## src/rtl/fetch_unit_cached.sv

```systemverilog
// Instruction-fetch stage with an integrated direct-mapped, line-based instruction cache.
// A two-state FSM refills one line per miss over a req/ready handshake to instruction memory.
module fetch_unit_cached #(
    parameter int               ADDR_W     = 32,
    parameter int               LINE_WORDS = 4,
    parameter int               SETS       = 16,
    parameter logic [ADDR_W-1:0] RESET_PC  = {ADDR_W{1'b0}},
    parameter int               CNT_W      = 32
) (
    input  logic                     Clk,
    input  logic                     Rst_n,
    input  logic                     PCSrc,
    input  logic [ADDR_W-1:0]        branchTarget,
    input  logic                     stall,
    input  logic                     flush,
    output logic [31:0]              inst,
    output logic [ADDR_W-1:0]        pcOut,
    output logic                     instValid,
    output logic                     hit,
    output logic                     memReq,
    output logic [ADDR_W-1:0]        memAddr,
    input  logic                     memReady,
    input  logic [32*LINE_WORDS-1:0] memLine,
    output logic [CNT_W-1:0]         hitCount,
    output logic [CNT_W-1:0]         missCount
);

    localparam int WSEL = $clog2(LINE_WORDS);
    localparam int OFF  = WSEL + 2;
    localparam int IDX  = $clog2(SETS);
    localparam int TAG  = ADDR_W - IDX - OFF;

    localparam logic [0:0] RUN      = 1'b0;
    localparam logic [0:0] MISS_REQ = 1'b1;

    logic [0:0]              state;
    logic                    drop;
    logic                    redirPend;
    logic [ADDR_W-1:0]       redirTarget;

    logic [SETS-1:0]         validQ;
    logic [TAG-1:0]          tagMem  [SETS];
    logic [32*LINE_WORDS-1:0] dataMem [SETS];

    logic [IDX-1:0]          pcIdx;
    logic [TAG-1:0]          pcTag;
    logic [WSEL-1:0]         wordSel;
    logic [32*LINE_WORDS-1:0] lineSel;
    logic [IDX-1:0]          refIdx;
    logic [TAG-1:0]          refTag;
    logic                    refillWe;

    assign pcIdx   = pcOut[OFF+IDX-1:OFF];
    assign pcTag   = pcOut[ADDR_W-1:OFF+IDX];
    assign wordSel = pcOut[OFF-1:2];
    assign lineSel = dataMem[pcIdx];
    assign inst    = lineSel[32*wordSel +: 32];

    assign hit       = (state == RUN) && validQ[pcIdx] && (tagMem[pcIdx] == pcTag);
    assign instValid = hit;

    // The refill target comes from the latched request address, not the PC, which may have moved.
    assign refIdx   = memAddr[OFF+IDX-1:OFF];
    assign refTag   = memAddr[ADDR_W-1:OFF+IDX];
    assign refillWe = (state == MISS_REQ) && memReady && !drop && !flush;

    // NOTE: all state updates use non-blocking assignments so every flop sees pre-edge values.
    always_ff @(posedge Clk or negedge Rst_n) begin
        if (!Rst_n) begin
            state       <= RUN;
            pcOut       <= RESET_PC;
            memReq      <= 1'b0;
            memAddr     <= '0;
            hitCount    <= '0;
            missCount   <= '0;
            redirPend   <= 1'b0;
            redirTarget <= '0;
            drop        <= 1'b0;
            validQ      <= '0;
        end else begin
            if (state == RUN) begin
                if (hit) begin
                    if (!stall) begin
                        pcOut    <= PCSrc ? branchTarget : pcOut + ADDR_W'(4);
                        hitCount <= hitCount + CNT_W'(1);
                    end
                end else begin
                    memAddr   <= {pcOut[ADDR_W-1:OFF], {OFF{1'b0}}};
                    memReq    <= 1'b1;
                    missCount <= missCount + CNT_W'(1);
                    state     <= MISS_REQ;
                end
            end else begin
                if (memReady) begin
                    memReq    <= 1'b0;
                    state     <= RUN;
                    drop      <= 1'b0;
                    redirPend <= 1'b0;
                    // A redirect arriving on the completion cycle wins over an older pending one.
                    if (PCSrc)
                        pcOut <= branchTarget;
                    else if (redirPend)
                        pcOut <= redirTarget;
                end else begin
                    if (PCSrc) begin
                        redirPend   <= 1'b1;
                        redirTarget <= branchTarget;
                    end
                    if (flush)
                        drop <= 1'b1;
                end
            end

            if (flush)
                validQ <= '0;
            else if (refillWe)
                validQ[refIdx] <= 1'b1;
        end
    end

    // NOTE: tag and data arrays carry no reset; the valid bits alone gate their use.
    always_ff @(posedge Clk) begin
        if (refillWe) begin
            tagMem[refIdx]  <= refTag;
            dataMem[refIdx] <= memLine;
        end
    end

endmodule

```

## config.mk

```make
export PLATFORM = sky130hd
export DESIGN_NAME = fetch_unit_cached
export DESIGN_NICKNAME = d
export VERILOG_FILES = /design/src/rtl/fetch_unit_cached.sv
export SDC_FILE = /design/constraint.sdc
export NUM_CORES = 2
export LEC_CHECK = 0
export CORE_AREA = 2 2 411 413
export DETAILED_ROUTE_END_ITERATION = 10
export DIE_AREA = 0 0 413 415
export GPL_TIMING_DRIVEN = 0
export PLACE_DENSITY_LB_ADDON = 0.25
export REMOVE_ABC_BUFFERS = 1
export SYNTH_ARGS = -nofsm -noshare
export SYNTH_HDL_FRONTEND = slang
export SYNTH_SLANG_ARGS = --single-unit
```

## constraint.sdc

```tcl
create_clock -name Clk -period 11.6 [get_ports Clk]
set_input_delay 2.32 -clock Clk [delete_from_list [all_inputs] [get_ports Clk]]
set_output_delay 2.32 -clock Clk [all_outputs]
set_load 0.005 [all_outputs]
```

==> impl_results.md <==
- Yosys reg bits: between 2000 and 3000
- Critical Path Fanout Max: 55
- DRC viols: 0
- Pre-CTS WS: roughly 3.9 ns
- Detailed placement HPWL: 137000 um
- Die Y-Extent: between 400 and 500 um
- Share of cells above drive strength 1: roughly a quarter
- Hold crit path type: flip-flop to flip-flop
- Top FF cell, synth: edfxtp_1
- Area delta synth->final: 17.0%
- Netlist Area Pre-Place: ~100000 um^2
- Synth unique cells: 66
- Clk_skew: ~0.055 ns
- Relative slew slack: a little over a fifth
- TritonCTS clock tree: yes
- Antenna Nets Post-Route: 0
- Largest net degree at the start of global routing: 106
- Ys async rst share: between 6 and 7%
- Pwr dens: just under 200 nW/um^2
- R2R depth: 14
- Kind of critical path: flip-flop to output port
- Clock Pin Slew Worst Setup and Hold Paths: approximately 0.060 ns
- RSZ-0062 raised after global routing: false
- H-tree depth: 5
- Final setup fails: 0
- Placed Cells: 6945
- Tot Pwr: 23.3 mW
- Status: complete, no violations
- Skew-Pair Late Insertion Delay: 0.93 ns
- Cell row count: 150
- Grt ovf: 0
- Final nets: between 5000 and 6000
- Crit path required time: between 9 and 10 ns
- Initial cell density of the core: between 60% and 70%
- LEAKAGE: 38.0 nW
- Vias/cell: 6.66
- GR Util All Layers: 28.3%
- Largest area contributor in the netlist: edfxtp_1
- DRT Pass-1 Iters: 8
- IO Count: around 330
- VDD IR-drop max: roughly 170 uV
- Core footprint: 167000 um^2
- CTS root buf: clkbuf_16
- Worst setup margin: 2.94 ns
- Syn Inst Count: 4486
- Postcts setup bufs: 0
- Crit path launch type: flip-flop
- Initial antenna violation count: 34
- Synth warn: 0
- CTS-repair resized insts: 0
- Final Hold Fails: 0
- Crit share post-route: 74.6%
- Port bufs: ~320
- Max Slew Vio Count: 0
- Hold slack: around 0.47 ns
- Wire length per cell: about 32 um
- Final Non-Filler Cells: between 7000 and 8000
- Post-synthesis sequential area ratio: approximately three quarters
- Max-Cap Viols: 0
- Worst hold stages: 1
- Tightest Pin Transition: between 1 and 1.5 ns
- Share of the synthesized area in the top cell type: ~72%
- Clock sink count: between 2000 and 3000
- Die area: 171000 um^2
- Number of flops mapped to enable cells by yosys: between 2000 and 2500
- Ranking of synthesized cells by area: edfxtp_1 72%, mux4_2 16%, dfrtp_1 4.3%
- Vias: 49300
- WP data arrival: about 6.3 ns
- # fillers: between 9000 and 10000
- Number of global-route vias before repair: 50900
- Syn avg cell area: 22.6 um^2
- Hold-fix buffers at CTS: 0
- Maximum clock rate: 0.116 GHz
- First-pass GRT wire length: around 350000 um
- Cts bufs inserted: ~270
- Routed WL: 239000 um
- CP Capture Type: output port
- Maximum root-to-sink buffer count: 4
- RePlAce Congestion: 0.851
- Die W: roughly 410 um
- DRT iter0 DRCs: about 6000
- Minimum clock period: 8.66 ns
cells in the mapped netlist (all sizes together), types with 38 or more instances:
library cell / instances
a21oi: 58
buf: 109
clkbuf: 144
dfrtp: 176
edfxtp: 2432
inv: 50
mux2: 81
mux2i: 87
mux4: 736
nand2: 63
nor2: 82
nor3: 38
o22ai: 46
xor2: 59
metal layers:
metal	global-route usage, %	wire, um
met1	39.3	90500
met4	7.54	5880
met2	46.4	121000
met3	6.07	21400
met5	0	241
power breakdown:
part | total [mW] | switching, mW | internal [mW]
registers | 11.0 | 0.355 | 10.6
clock network | 8.16 | 3.43 | 4.73
logic | 4.14 | 1.93 | 2.21
total | 23.3 | 5.71 | 17.6
cells in the final DEF (no fill, tap or decap), types with 10 or more instances in the layout:
cell / count
nand3_1: 36
a22oi_1: 22
nand2_1: 63
o22ai_1: 46
a22o_1: 17
o21ai_0: 20
mux4_2: 736
buf_12: 121
xor2_1: 59
nor2_1: 65
mux2i_1: 87
nand4_1: 14
clkdlybuf4s50_1: 322
edfxtp_1: 2432
clkbuf_16: 283
nor3_1: 38
nor2b_1: 10
a221oi_1: 16
bufinv_16: 12
nor4_1: 34
xnor2_1: 33
a21oi_1: 58
clkinv_2: 39
clkbuf_1: 65
dfrtp_1: 169
inv_1: 48
and3_1: 17
mux2_2: 52
mux2_4: 29
clkinv_1: 42
buf_16: 55
and2_1: 11
nor2_4: 17
nor4b_1: 12
flip-flops by register name, summed over array words and instances, names as in the netlist, 16 cells and up:
name / count
hitCount: 32
redirTarget: 32
dataMem: 2048
memAddr: 28
missCount: 32
validQ: 16
tagMem: 384
pcOut: 32
worst max-delay path: stages (launching register included):
cell and delay [ns]:
dfrtp_4 0.50, buf_16 0.32, buf_16 0.31, buf_16 0.33
mux4_2 0.54, a22o_1 0.24, a221oi_2 0.41, xnor2_1 0.19
a2111oi_2 0.40, or3b_1 0.43, nor4_4 0.87, buf_6 0.26
clkdlybuf4s50_1 0.52
worst paths after layout:
check	start	end	slack, ns
max	pcOut[5]	instValid	2.94
min	missCount[31]	missCount[31]	0.47
max reg2reg	pcOut[5]	pcOut[17]	5.70
min reg2reg	missCount[31]	missCount[31]	0.47
max in group asynchronous	Rst_n	pcOut[2]	9.25
min in group asynchronous	Rst_n	memReq	1.38
cell families (layout without fill, tap and decap cells):
logic type      count (synthesis)  after routing  share of synthesized area, %
other cells                     1             11                       0.00370
xor+xnor                       92             92                         0.795
flops                        2608           2608                          76.4
buf+inv                       303           1010                          1.26
mux                           904            904                          18.2
fa+ha+maj                       3              3                        0.0370
simple gates                  351            351                          1.79
compound gates                224            224                          1.50
area by class of cell:
class	instances	area, um^2	share of cell area, %
inverter	50	195	0.165
sequential	2608	77500	65.3
clock buffer	351	7370	6.21
timing repair buffer	505	7240	6.11
tap	2204	2760	2.32
multi-input combinational	1578	22800	19.2
clock inverter	104	811	0.683
antenna	7	17.5	0.0148
per-stage QoR:
stage          TNS (ns)  instance area (um^2)  util (%)
5_1_grt               0                119000      71.2
3_3_place_gp          -                106000      63.8
4_1_cts               0                119000      71.2
2_1_floorplan  -2526.26                100000         -
6_report              0                119000      71.2
3_5_place_dp          0                110000      66.3
Power figures use the tool's default switching activity.
